`src/rtl/mem_bus_arbiter_if.sv`:
```
// mem_bus_arbiter_if: requester and shared-memory signals of the fetch/data memory arbiter.
// Ports: none; slave modport is the arbiter side, master modport is the requesters plus memory side.
interface mem_bus_arbiter_if;
    logic        InstReq;
    logic [29:0] InstAddr;
    logic [31:0] InstData;
    logic        InstReady;
    logic        DataRead;
    logic        DataWrite;
    logic [29:0] DataAddr;
    logic [31:0] DataWriteData;
    logic [3:0]  DataByteEn;
    logic [31:0] DataReadData;
    logic        DataReady;
    logic        BusError;
    logic [29:0] MemAddr;
    logic [31:0] MemWriteData;
    logic [3:0]  MemByteEn;
    logic        MemRead;
    logic        MemWrite;
    logic        MemReady;
    logic [31:0] MemReadData;
    logic        Inst_Stall;
    logic        Data_Stall;
    modport slave (
        input  InstReq, InstAddr, DataRead, DataWrite, DataAddr, DataWriteData, DataByteEn,
               MemReady, MemReadData,
        output InstData, InstReady, DataReadData, DataReady, BusError, MemAddr, MemWriteData,
               MemByteEn, MemRead, MemWrite, Inst_Stall, Data_Stall
    );
    modport master (
        output InstReq, InstAddr, DataRead, DataWrite, DataAddr, DataWriteData, DataByteEn,
               MemReady, MemReadData,
        input  InstData, InstReady, DataReadData, DataReady, BusError, MemAddr, MemWriteData,
               MemByteEn, MemRead, MemWrite, Inst_Stall, Data_Stall
    );
endinterface

```
`src/rtl/mem_bus_arbiter.sv`:
```
// mem_bus_arbiter: shares one memory port between instruction fetch and data access, alternating on ties.
// Ports: clock (rising edge), reset (async active-low), bus (mem_bus_arbiter_if.slave: requests, memory port, stalls).
module mem_bus_arbiter #(
    parameter int TIMEOUT_CYCLES = 0
) (
    input logic              clock,
    input logic              reset,
    mem_bus_arbiter_if.slave bus
);
    typedef enum logic [1:0] {IDLE, INST_BUSY, DATA_BUSY} state_t;
    localparam bit          WD_EN   = TIMEOUT_CYCLES > 0;
    localparam logic [15:0] WD_LAST = 16'(TIMEOUT_CYCLES - 1);
    state_t      state;
    logic        last_data;
    logic [29:0] addr_q;
    logic [31:0] wdata_q;
    logic [3:0]  be_q;
    logic        rd_q;
    logic        wr_q;
    logic [15:0] cnt;
    logic        inst_pend;
    logic        data_pend;
    logic        grant_data;
    logic        busy;
    logic        timeout;
    logic        done;
    logic        inst_rdy;
    logic        data_rdy;
    assign inst_pend  = bus.InstReq;
    assign data_pend  = bus.DataRead | bus.DataWrite;
    // on a tie the requester that was not served last wins; reset leaves INST as last so data goes first
    assign grant_data = data_pend & (~inst_pend | ~last_data);
    assign busy       = state != IDLE;
    // watchdog fires on the last allowed busy cycle only if the memory has not answered in it
    assign timeout    = WD_EN && busy && !bus.MemReady && cnt == WD_LAST;
    assign done       = busy & (bus.MemReady | timeout);
    assign inst_rdy   = done & (state == INST_BUSY);
    assign data_rdy   = done & (state == DATA_BUSY);
    always_ff @(posedge clock or negedge reset) begin
        if (!reset) begin
            state     <= IDLE;
            last_data <= 1'b0;
            addr_q    <= '0;
            wdata_q   <= '0;
            be_q      <= '0;
            rd_q      <= 1'b0;
            wr_q      <= 1'b0;
            cnt       <= '0;
        end else if (!busy && (inst_pend | data_pend)) begin
            state     <= grant_data ? DATA_BUSY : INST_BUSY;
            last_data <= grant_data;
            addr_q    <= grant_data ? bus.DataAddr : bus.InstAddr;
            wdata_q   <= grant_data ? bus.DataWriteData : 32'h0;
            be_q      <= grant_data ? bus.DataByteEn : 4'hF;
            // a data grant implies DataRead|DataWrite, so ~DataWrite here means a pure load
            rd_q      <= ~grant_data | ~bus.DataWrite;
            wr_q      <= grant_data & bus.DataWrite;
            cnt       <= '0;
        end else if (busy && done) begin
            state <= IDLE;
            rd_q  <= 1'b0;
            wr_q  <= 1'b0;
        end else if (busy) begin
            cnt <= cnt + 16'd1;
        end
    end
    assign bus.MemAddr      = addr_q;
    assign bus.MemWriteData = wdata_q;
    assign bus.MemByteEn    = be_q;
    assign bus.MemRead      = rd_q;
    assign bus.MemWrite     = wr_q;
    assign bus.InstReady    = inst_rdy;
    assign bus.DataReady    = data_rdy;
    assign bus.BusError     = timeout;
    assign bus.InstData     = (inst_rdy & bus.MemReady) ? bus.MemReadData : 32'h0;
    assign bus.DataReadData = (data_rdy & bus.MemReady) ? bus.MemReadData : 32'h0;
    assign bus.Inst_Stall   = inst_pend & ~inst_rdy;
    assign bus.Data_Stall   = data_pend & ~data_rdy;
endmodule

```
`src/flat_wrapper.sv`:
```
// flat-port wrapper written by rule: the top's interface ports become plain ports
module mem_bus_arbiter_flat 
#(
    parameter int TIMEOUT_CYCLES = 0
)
  (clock, reset, bus_InstReq, bus_InstAddr, bus_DataRead, bus_DataWrite, bus_DataAddr, bus_DataWriteData, bus_DataByteEn, bus_MemReady, bus_MemReadData, bus_InstData, bus_InstReady, bus_DataReadData, bus_DataReady, bus_BusError, bus_MemAddr, bus_MemWriteData, bus_MemByteEn, bus_MemRead, bus_MemWrite, bus_Inst_Stall, bus_Data_Stall);
  mem_bus_arbiter_if bus_i ();
  input logic clock;
  input logic reset;
  input wire logic [$bits(bus_i.InstReq)-1:0] bus_InstReq;
  input wire logic [$bits(bus_i.InstAddr)-1:0] bus_InstAddr;
  input wire logic [$bits(bus_i.DataRead)-1:0] bus_DataRead;
  input wire logic [$bits(bus_i.DataWrite)-1:0] bus_DataWrite;
  input wire logic [$bits(bus_i.DataAddr)-1:0] bus_DataAddr;
  input wire logic [$bits(bus_i.DataWriteData)-1:0] bus_DataWriteData;
  input wire logic [$bits(bus_i.DataByteEn)-1:0] bus_DataByteEn;
  input wire logic [$bits(bus_i.MemReady)-1:0] bus_MemReady;
  input wire logic [$bits(bus_i.MemReadData)-1:0] bus_MemReadData;
  output wire logic [$bits(bus_i.InstData)-1:0] bus_InstData;
  output wire logic [$bits(bus_i.InstReady)-1:0] bus_InstReady;
  output wire logic [$bits(bus_i.DataReadData)-1:0] bus_DataReadData;
  output wire logic [$bits(bus_i.DataReady)-1:0] bus_DataReady;
  output wire logic [$bits(bus_i.BusError)-1:0] bus_BusError;
  output wire logic [$bits(bus_i.MemAddr)-1:0] bus_MemAddr;
  output wire logic [$bits(bus_i.MemWriteData)-1:0] bus_MemWriteData;
  output wire logic [$bits(bus_i.MemByteEn)-1:0] bus_MemByteEn;
  output wire logic [$bits(bus_i.MemRead)-1:0] bus_MemRead;
  output wire logic [$bits(bus_i.MemWrite)-1:0] bus_MemWrite;
  output wire logic [$bits(bus_i.Inst_Stall)-1:0] bus_Inst_Stall;
  output wire logic [$bits(bus_i.Data_Stall)-1:0] bus_Data_Stall;
  assign bus_i.InstReq = bus_InstReq;
  assign bus_i.InstAddr = bus_InstAddr;
  assign bus_i.DataRead = bus_DataRead;
  assign bus_i.DataWrite = bus_DataWrite;
  assign bus_i.DataAddr = bus_DataAddr;
  assign bus_i.DataWriteData = bus_DataWriteData;
  assign bus_i.DataByteEn = bus_DataByteEn;
  assign bus_i.MemReady = bus_MemReady;
  assign bus_i.MemReadData = bus_MemReadData;
  assign bus_InstData = bus_i.InstData;
  assign bus_InstReady = bus_i.InstReady;
  assign bus_DataReadData = bus_i.DataReadData;
  assign bus_DataReady = bus_i.DataReady;
  assign bus_BusError = bus_i.BusError;
  assign bus_MemAddr = bus_i.MemAddr;
  assign bus_MemWriteData = bus_i.MemWriteData;
  assign bus_MemByteEn = bus_i.MemByteEn;
  assign bus_MemRead = bus_i.MemRead;
  assign bus_MemWrite = bus_i.MemWrite;
  assign bus_Inst_Stall = bus_i.Inst_Stall;
  assign bus_Data_Stall = bus_i.Data_Stall;
  mem_bus_arbiter #(.TIMEOUT_CYCLES(TIMEOUT_CYCLES)) u_core (.clock(clock), .reset(reset), .bus(bus_i));
endmodule
```
`config.mk`:
```
export PLATFORM = sky130hd
export DESIGN_NAME = mem_bus_arbiter_flat
export DESIGN_NICKNAME = d
export VERILOG_FILES = /design/src/rtl/mem_bus_arbiter_if.sv /design/src/rtl/mem_bus_arbiter.sv /design/src/flat_wrapper.sv
export SDC_FILE = /design/constraint.sdc
export NUM_CORES = 1
export LEC_CHECK = 0
export CAP_MARGIN = 10
export CORE_ASPECT_RATIO = 0.75
export CORE_MARGIN = 4
export CORE_UTILIZATION = 35
export DETAILED_ROUTE_END_ITERATION = 6
export PLACE_DENSITY_LB_ADDON = 0.2
export SLEW_MARGIN = 20
export SYNTH_ARGS = -nofsm -noshare
export SYNTH_HDL_FRONTEND = slang
export SYNTH_SLANG_ARGS = --single-unit
```
`constraint.sdc`:
```
create_clock -name clock -period 2.15 [get_ports clock]
set_input_delay 0.3225 -clock clock [delete_from_list [all_inputs] [get_ports clock]]
set_output_delay 0.3225 -clock clock [all_outputs]
set_load 0.005 [all_outputs]
```
==> results of run 1 <==
cell families (layout without fill, tap and decap cells):
logic type | Yosys count | count (layout) | share of synthesized area [%]
muxes | 65 | 65 | 19.2
AOI/OAI and AO/OA | 73 | 73 | 12.3
buffers and inverters | 29 | 312 | 4.97
other | 1 | 1 | 0.0986
and+or+nand+nor | 111 | 111 | 16.6
DFF | 71 | 71 | 46.7
worst max-delay path, delay by kind of cell, from the launching register on:
family	cells	cell delay, ns
buffers and inverters	2	0.70
DFF	1	0.40
and+or+nand+nor	3	0.35
worst paths after layout:
path	end	depth (start not counted)
worst min register to register	u_core.bus.MemAddr[6]	1
max in group asynchronous	u_core.bus.MemWriteData[9]	3
min in group clock	u_core.bus.MemAddr[6]	1
worst min-delay path	u_core.bus.MemAddr[27]	2
worst max register to register	u_core.bus.MemAddr[17]	5
worst max-delay path	bus_InstData[16]	5
cell usage in the layout (no fill, tap or decap), types with 2 or more instances in the layout:
master,n
nand2b_1,4
o21ai_0,38
dlymetal6s2s_1,10
nor2_1,2
dfrtp_1,69
buf_12,8
and2_1,64
or2_1,2
buf_4,14
dfrtp_2,2
clkbuf_8,2
clkbuf_1,3
nand2_1,32
clkbuf_16,10
o21ai_2,21
dlygate4sd2_1,33
mux2_2,65
o21ai_1,8
clkdlybuf4s50_1,225
report_power, final:
group | switching, mW | total [mW] | internal, mW
registers | 0.340 | 2.36 | 2.02
logic | 1.71 | 4.48 | 2.77
clock network | 0.526 | 1.49 | 0.964
total | 2.58 | 8.33 | 5.75
metal layers:
metal,vias up,GRT usage [%]
met4,0,4.65
met3,14,7.33
met1,1702,24.6
met2,145,37.8
li1,1740,-
met5,-,0
state kept, by name, summed over array words and instances, names as in the netlist:
name / flops
u_core.last_data: 1
u_core.bus.MemByteEn: 4
u_core.bus.MemAddr: 30
u_core.state: 2
u_core.bus.MemRead: 1
u_core.bus.MemWrite: 1
u_core.bus.MemWriteData: 32
through the flow:
step / setup slack, ns / util, %
after floorplan: 0.594 / -
after global placement: -0.118 / 64.5
after detailed placement: -0.199 / 64.5
after CTS: 0.0237 / 68.0
after global routing: -0.00850 / 68.5
final: 0.0473 / 68.5
timing repair:
action                                  in CTS  in global routing
buffers inserted                             3                  0
gates cloned                                 2                  1
endpoints found under the hold margin       31                  0
endpoints found under the setup margin      66                 35
pin swaps                                    1                  0
gates resized for setup                     38                 14
hold buffers                                 1                  0
cell type report:
cell class              instances  area [µm²]  area share [%]
clock inverters                 2        38.8           0.541
multi-input cells             250        1870            26.1
flip-flops and latches         71        1780            24.8
well taps                     136         170            2.38
repair buffers                295        3040            42.4
clock buffers                  14         264            3.69
inverters                       1        3.75          0.0524
==> run_results.csv, run 1 <==
group,metric,value,unit
logic_synthesis,yosysMostFrequentCell,"dfrtp_1",
floorplanning,die_w,128,µm
finish,nets,762,
routing,vias,3601,
sta,hold_slack,0.476,ns
routing,wl_per_cell,17.8,µm
finish,fillers,796,
sta,worstMarginPinSlew,0.703,ns
worst_setup_path,cpMaxStageDelayCell,"clkdlybuf4s50_1",
routing,antenna_left,0,
global_routing,grt_start_max_net_pins,41,
routing,drc,0,
global_routing,gr-total-overflow,0,
logic_synthesis,synth_common_cells,"dfrtp_1 (71), mux2_2 (65), and2_1 (64)",
global_routing,grt_pass1_wl,20900,µm
routing,firstDrtPassIters,4,
global_routing,grt_pass1_vias,3839,
worst_setup_path,endpoint_kind,"output pin",
finish,drive_gt1_share,21.3,%
global_routing,antenna_found_initial,0,
logic_synthesis,netlist_instances,350,
clock_tree,cts_root_buf,"clkbuf_16",
routing,wl_met1,5280,µm
finish,instances_no_fill,769,
sta,final_hold_viol_count,0,
finish,synthToLayoutAreaGrowth,88.4,%
hold_path,hold_class,"in2async",
worst_setup_path,cp_max_fo,17,
clock_tree,numCtsBuffers,9,
place,port_buffers,269,
place,dpl.hpwl,10700,µm
run,drv_cap,0,
logic_synthesis,synthFlopType,"dfrtp_1",
worst_setup_path,crit_type,"reg2out",
logic_synthesis,synth_edf_count,0,
floorplanning,pin_count,271,
routing,via_per_inst,4.68,
routing,route.met2.wl,7060,µm
worst_setup_path,cp-startpoint,"u_core.state[0]",
logic_synthesis,yosysUniqueCellTypes,27,
sta,tns,0,ns
sta,fmax,476,MHz
worst_setup_path,r2r-start,"u_core.state[0]",
global_routing,grt_use_total,21.2,%
sta,slew_violations,0,
worst_setup_path,critPathArrivalTime,1.78,ns
logic_synthesis,synth_seq_cells,71,
logic_synthesis,syn_area,3800,µm²
clock_tree,clk_path_buf_depth,2,
worst_setup_path,critPathLaunchType,"register",
routing,wl_met3,1220,µm
place,placed_cells,746,
pwr,max-vdd-ir-drop,0.809,mV
floorplanning,dieHeight,98.3,µm
logic_synthesis,ys_seq_area_share,46.7,%
finish,insertedDiodeCount,0,
logic_synthesis,synthTopCellsByArea,"dfrtp_1 (47%), mux2_2 (19%), and2_1 (11%)",
pwr,power.total,8.33,mW
clock_tree,clk_pin_slew,0.06,ns
clock_tree,cts_tree,"built",
logic_synthesis,syn_avg_cell_area,10.9,µm²
sta,skew,0.0108,ns
worst_setup_path,max_stage_delay,0.51,ns
pwr,p_leak,3.21,nW
place,place.gp.congestion,0.928,
logic_synthesis,synth_top_area_cell,"dfrtp_1",
routing,drt_iter0_markers,175,
logic_synthesis,synth_top_cell_area_share,46.7,%
routing,routed.top_layer,"met4",
logic_synthesis,synthArstFlopShare,100,%
logic_synthesis,ys.warnings.count,0,
worst_setup_path,crit_chain,"nand2_2 > nor2_4 > clkbuf_16 > and2_1 > clkdlybuf4s50_1",
clock_tree,numClockSinks,71,
status,outcome,"complete, no violations",
sta,period_minus_slack,2.10,ns
worst_setup_path,r2r_setup_slack,0.19,ns
floorplanning,die_area,12600,µm²
sta,setup_viol,0,
pwr,power_density,1160,nW/µm²
sta,slew_headroom,53.1,%
finish,design_area,7160,µm²
logic_synthesis,synth_fp_nets,484,
place,dpl_cell_area,6740,µm²
floorplanning,core-area,10500,µm²
worst_setup_path,cp.required,1.83,ns
routing,wl,13700,µm
floorplanning,rows,32,
sta,fin_crit_sh,97.8,%
clock_tree,htree_levels,3,
clock_tree,clk_latency,0.33,ns
floorplanning,floorplan.initialDensity,36.4,%
Power figures use the tool's default switching activity.
==> inputs of run 2 (changes only) <==
--- a/config.mk
+++ b/config.mk
@@ -5,12 +5,13 @@
 export SDC_FILE = /design/constraint.sdc
 export NUM_CORES = 1
 export LEC_CHECK = 0
+export ABC_CLOCK_PERIOD_IN_PS = 2150
 export CAP_MARGIN = 10
 export CORE_ASPECT_RATIO = 0.75
 export CORE_MARGIN = 4
 export CORE_UTILIZATION = 35
 export DETAILED_ROUTE_END_ITERATION = 6
-export PLACE_DENSITY_LB_ADDON = 0.2
+export PLACE_DENSITY_LB_ADDON = 0.05
 export SLEW_MARGIN = 20
 export SYNTH_ARGS = -nofsm -noshare
 export SYNTH_HDL_FRONTEND = slang
==> run_results.csv, run 2 (synthesis results as in run 1) <==
group,metric,value,unit
pwr,clkPwrFrac,18.2,%
place,port_buffers,269,
finish,largest_reg_flops,32,
routing,antenna_left,0,
floorplanning,die_area,12600,µm²
worst_setup_path,cp.required,1.83,ns
finish,nets,768,
finish,register_area,1780,µm²
clock_tree,cts_tree,"built",
pwr,p_comb_share,53.9,%
pwr,power_density,1160,nW/µm²
floorplanning,die_w,128,µm
finish,fin_util,69.3,%
finish,final_cell_mix,"clkdlybuf4s50_1 (218), dfrtp_1 (70), mux2_2 (65)",
finish,synthToLayoutAreaGrowth,90.5,%
routing,firstDrtPassIters,4,
routing,wl_per_cell,18.0,µm
sta,fmax,470,MHz
sta,skew,0.0114,ns
sta,fin_crit_sh,99.0,%
global_routing,grt_pass1_vias,3756,
sta,final_hold_viol_count,0,
pwr,power_frac_seq,28.0,%
run,drv_cap,0,
worst_setup_path,max_stage_delay,0.51,ns
sta,period_minus_slack,2.13,ns
floorplanning,floorplan.initialDensity,36.4,%
clock_tree,clk_path_buf_depth,2,
sta,rsz0062_at_grt,"yes",
pwr,swShare,31.4,%
finish,fillers,827,
place,dpl.hpwl,10900,µm
routing,vias,3614,
worst_setup_path,critPathArrivalTime,1.81,ns
routing,drt_iter0_markers,90,
clock_tree,numClockSinks,71,
pwr,p_int,5.76,mW
worst_setup_path,r2r-start,"u_core.state[0]",
worst_setup_path,cpMaxStageDelayCell,"clkdlybuf4s50_1",
place,place.gp.congestion,0.948,
routing,drc,0,
routing,wl,13900,µm
worst_setup_path,crit_chain,"buf_4 > nor2_4 > buf_6 > and2_1 > clkdlybuf4s50_1",
sta,slew_violations,0,
hold_path,hold_class,"in2async",
worst_setup_path,crit_type,"reg2out",
clock_tree,numCtsBuffers,9,
floorplanning,pin_count,271,
finish,final_common_cell,"clkdlybuf4s50_1",
sta,finalWorstSetupSlack,0.0216,ns
worst_setup_path,cp_max_fo,9,
sta,setup_viol,0,
clock_tree,htree_levels,3,
worst_setup_path,cp-startpoint,"u_core.state[1]",
pwr,max-vdd-ir-drop,0.771,mV
global_routing,grt_use_total,21.3,%
floorplanning,core-area,10500,µm²
worst_setup_path,critPathLaunchType,"register",
routing,via_per_inst,4.66,
global_routing,grt_start_max_net_pins,39,
global_routing,antenna_found_initial,0,
pwr,p_leak,3.54,nW
place,pre_cts_slack,-0.169,ns
sta,hold_slack,0.484,ns
finish,insertedDiodeCount,0,
floorplanning,rows,32,
clock_tree,cts_root_buf,"clkbuf_16",
global_routing,grt_pass1_wl,21300,µm
finish,multi_input_comb_area,1870,µm²
pwr,p_sw,2.64,mW
clock_tree,clk_pin_slew,0.06,ns
worst_setup_path,endpoint_kind,"output pin",
clock_tree,clk_latency,0.33,ns
floorplanning,dieHeight,98.3,µm
pwr,power.total,8.40,mW
global_routing,gr-total-overflow,0,
status,outcome,"complete, no violations",
finish,drive_gt1_share,23.0,%
[run 2: cell count changes in the layout (fill, tap and decap cells not counted), sizes merged, moves of 3 or more]
cell,previous run,this run
buf,24,32
clkdlybuf4s15,0,3
clkdlybuf4s50,225,218
dlygate4sd2,33,10
dlymetal6s2s,10,32
inv,1,5
[run 2: power by group through the flow]
stage	logic, mW	registers, mW	clock network (mW)
after detailed placement	4.48	2.38	0
after global routing	4.87	2.45	1.64
after global placement	4.41	2.34	0
final	4.53	2.35	1.53
after CTS	4.57	2.36	1.56
after floorplan	1.91	2.41	0
[run 2: stage by stage]
stage | std cells | setup TNS (ns) | instance area (µm²)
after global routing | 775 | -0.586 | 7240
after global placement | 748 | -4.86 | 6750
after detailed placement | 748 | -7.61 | 6750
final | 775 | 0 | 7240
after floorplan | 350 | 0 | 3800
after CTS | 772 | -0.740 | 7140
[run 2: cell type report]
| cell class | instances | area share [%] |
|---|---|---|
| clock buffer | 10 | 3.30 |
| clock inverter | 6 | 1.00 |
| timing repair buffer | 301 | 43.0 |
| multi-input combinational | 250 | 25.8 |
| sequential | 71 | 24.5 |
| tap | 136 | 2.35 |
| inverter | 1 | 0.0518 |
[run 2: final timing paths]
| kind | endpoint | slack (ns) | cells after the start |
|---|---|---|---|
| min reg2reg | u_core.bus.MemAddr[28] | 0.50 | 1 |
| max reg2reg | u_core.bus.MemWrite | 0.33 | 5 |
| max | bus_InstData[15] | 0.02 | 5 |
| min | u_core.bus.MemAddr[22] | 0.48 | 2 |
| min in group clock | u_core.bus.MemAddr[28] | 0.50 | 1 |
| max in group asynchronous | u_core.state[0] | 1.07 | 3 |
[run 2: timing repair]
| action | in CTS | in global routing |
|---|---|---|
| hold endpoints to repair | 33 | 0 |
| setup buffers | 5 | 3 |
| gates cloned | 2 | 0 |
| endpoints found under the setup margin | 66 | 49 |
| hold buffers | 1 | 0 |
| resized for setup | 26 | 49 |
| pin swaps | 0 | 2 |
[run 2: per-layer routing]
layer / global-route usage [%] / up-vias / wire length, µm / share of wire (%)
met4: 5.38 / 0 / 240 / 1.7
met3: 5.80 / 16 / 1170 / 8.4
li1: - / 1762 / - / -
met5: 0 / - / 0 / 0
met1: 26.3 / 1688 / 5540 / 40
met2: 36.7 / 148 / 6990 / 50
[run 2: critical path: cells and delay by family, from the launching register on]
kind | cells | cell delay [ns]
flip-flops | 1 | 0.39
buffers and inverters | 3 | 0.81
AND/OR/NAND/NOR | 2 | 0.28
==> inputs of run 3 (changes only) <==
--- a/config.mk
+++ b/config.mk
@@ -12,6 +12,7 @@
 export CORE_UTILIZATION = 35
 export DETAILED_ROUTE_END_ITERATION = 6
 export PLACE_DENSITY_LB_ADDON = 0.05
+export RECOVER_POWER = 100
 export SLEW_MARGIN = 20
 export SYNTH_ARGS = -nofsm -noshare
 export SYNTH_HDL_FRONTEND = slang
==> run_results.csv, run 3 (synthesis results as in run 1) <==
group,metric,value,unit
status,outcome,"complete, no violations",
place,pre_cts_slack,-0.169,ns
floorplanning,die_area,12600,µm²
sta,skew,0.0116,ns
clock_tree,clk_latency,0.33,ns
clock_tree,cts_tree,"built",
finish,final_common_cell,"clkdlybuf4s50_1",
floorplanning,dieHeight,98.3,µm
floorplanning,rows,32,
pwr,p_leak,3.60,nW
worst_setup_path,cp.depth,5,
routing,via_per_inst,4.65,
global_routing,grt_start_max_net_pins,39,
worst_setup_path,crit_chain,"buf_4 > nor2_4 > buf_6 > and2_1 > clkdlybuf4s50_1",
clock_tree,clk_path_buf_depth,2,
finish,instances_no_fill,775,
finish,synthToLayoutAreaGrowth,89.5,%
pwr,power.total,8.08,mW
hold_path,whs_path_depth,1,
routing,drt_iter0_markers,89,
worst_setup_path,rr_worst_depth,5,
pwr,swShare,32.0,%
worst_setup_path,cpMaxStageDelayCell,"clkdlybuf4s50_1",
floorplanning,die_w,128,µm
place,dpl_cell_area,6750,µm²
clock_tree,cts_root_buf,"clkbuf_16",
pwr,p_comb_share,52.5,%
floorplanning,floorplan.initialDensity,36.4,%
sta,fin_crit_sh,99.0,%
routing,wl,13900,µm
worst_setup_path,cp_num_buf_inv,3,
finish,fillers,835,
sta,finalWorstSetupSlack,0.0213,ns
routing,antenna_left,0,
floorplanning,core-area,10500,µm²
finish,nets,768,
global_routing,grt_pass1_vias,3756,
sta,slew_headroom,43.4,%
worst_setup_path,max_stage_delay,0.51,ns
worst_setup_path,cp-startpoint,"u_core.state[1]",
place,dpl.hpwl,10900,µm
global_routing,grt_use_total,21.3,%
worst_setup_path,crit_type,"reg2out",
sta,setup_viol,0,
worst_setup_path,cp.required,1.83,ns
finish,design_area,7210,µm²
global_routing,antenna_found_initial,0,
hold_path,hold_class,"reg2reg",
routing,firstDrtPassIters,4,
worst_setup_path,endpoint_kind,"output pin",
worst_setup_path,cp_max_fo,9,
finish,largest_reg_flops,32,
hold_path,hp-start,"u_core.bus.MemAddr[28]",
routing,vias,3606,
pwr,p_sw,2.58,mW
worst_setup_path,critPathLaunchType,"register",
clock_tree,numCtsBuffers,9,
sta,period_minus_slack,2.13,ns
finish,final_cell_mix,"clkdlybuf4s50_1 (149), dlygate4sd3_1 (70), dfrtp_1 (70)",
pwr,p_int,5.49,mW
floorplanning,pin_count,271,
place,placed_cells,748,
sta,slew_violations,0,
sta,final_hold_viol_count,0,
sta,fmax,470,MHz
pwr,power_density,1120,nW/µm²
routing,drc,0,
clock_tree,clk_pin_slew,0.05,ns
global_routing,gr-total-overflow,0,
global_routing,grt_pass1_wl,21300,µm
place,port_buffers,269,
pwr,max-vdd-ir-drop,0.744,mV
routing,wl_per_cell,17.9,µm
finish,drive_gt1_share,22.8,%
pwr,power_frac_seq,28.7,%
pwr,clkPwrFrac,18.9,%
run,drv_cap,0,
worst_setup_path,r2r-start,"u_core.state[0]",
clock_tree,htree_levels,3,
clock_tree,numClockSinks,71,
place,place.gp.congestion,0.948,
finish,fin_util,69.0,%
sta,rsz0062_at_grt,"yes",
sta,worstMarginPinSlew,0.849,ns
worst_setup_path,critPathTopFamily,"buffers and inverters",
worst_setup_path,critPathArrivalTime,1.81,ns
finish,insertedDiodeCount,0,
[run 3: cell types whose count changed in the layout (fill, tap and decap cells not counted)]
cell	change
buf_12	-1
nor2_2	+1
nor3_4	-1
or2_0	+1
clkbuf_4	+2
buf_4	-3
or2_1	-1
clkbuf_2	+1
dlygate4sd3_1	+69
nor3_2	+1
clkdlybuf4s50_1	-69
nor2_8	-1
clkbuf_1	+1
[run 3: layout make-up]
class                      instances  area, µm²  area share (%)
clock buffer                      10        239            3.32
inverter                           1       3.75          0.0521
sequential                        71       1780            24.7
clock inverter                     6       72.6            1.01
timing repair buffer             301       3100            43.0
multi-input combinational        250       1850            25.6
tap                              136        170            2.36
[run 3: power by group through the flow]
stage | Clock, mW | Sequential (mW) | Combinational (mW)
detailed placement | 0 | 2.38 | 4.48
global placement | 0 | 2.34 | 4.41
CTS | 1.56 | 2.36 | 4.57
floorplan | 0 | 2.41 | 1.91
global route | 1.64 | 2.42 | 4.59
finish | 1.52 | 2.32 | 4.24
[run 3: layer usage]
layer,global-route usage (%),vias to the layer above,part of all wire [%]
li1,-,1762,-
met1,26.3,1678,40
met2,36.7,150,50
met3,5.80,16,8.3
met4,5.38,0,1.7
met5,0,-,0
[run 3: metrics by stage]
stage                     TNS, ns  hold WS [ns]
after floorplan                 0        0.0269
after global placement      -4.86         0.305
after detailed placement    -7.61         0.300
after CTS                  -0.740         0.505
after global routing       -0.608         0.517
final                           0         0.497
[run 3: worst register-to-register path: stages (launching register included)]
cell	delay, ns
dfrtp_2	0.43
buf_4	0.15
or2_1	0.28
nor2_2	0.45
buf_12	0.21
mux2_2	0.34
[run 3: worst paths after layout]
check	end	slack (ns)
max in group asynchronous	u_core.state[0]	0.36
hold reg to reg	u_core.bus.MemAddr[28]	0.50
setup / recovery	bus_InstData[15]	0.02
hold / removal	u_core.bus.MemAddr[28]	0.50
min in group asynchronous	u_core.bus.MemAddr[22]	0.63
setup reg to reg	u_core.bus.MemByteEn[2]	0.18
[run 3: repair_timing]
action                     in CTS  in global routing
cloned                          2                  0
setup endpoints to repair      66                 49
hold endpoints to repair       33                  0
resized for setup              26                 49
buffers inserted                5                  3
hold buffers                    1                  0
pin swaps                       0                  2
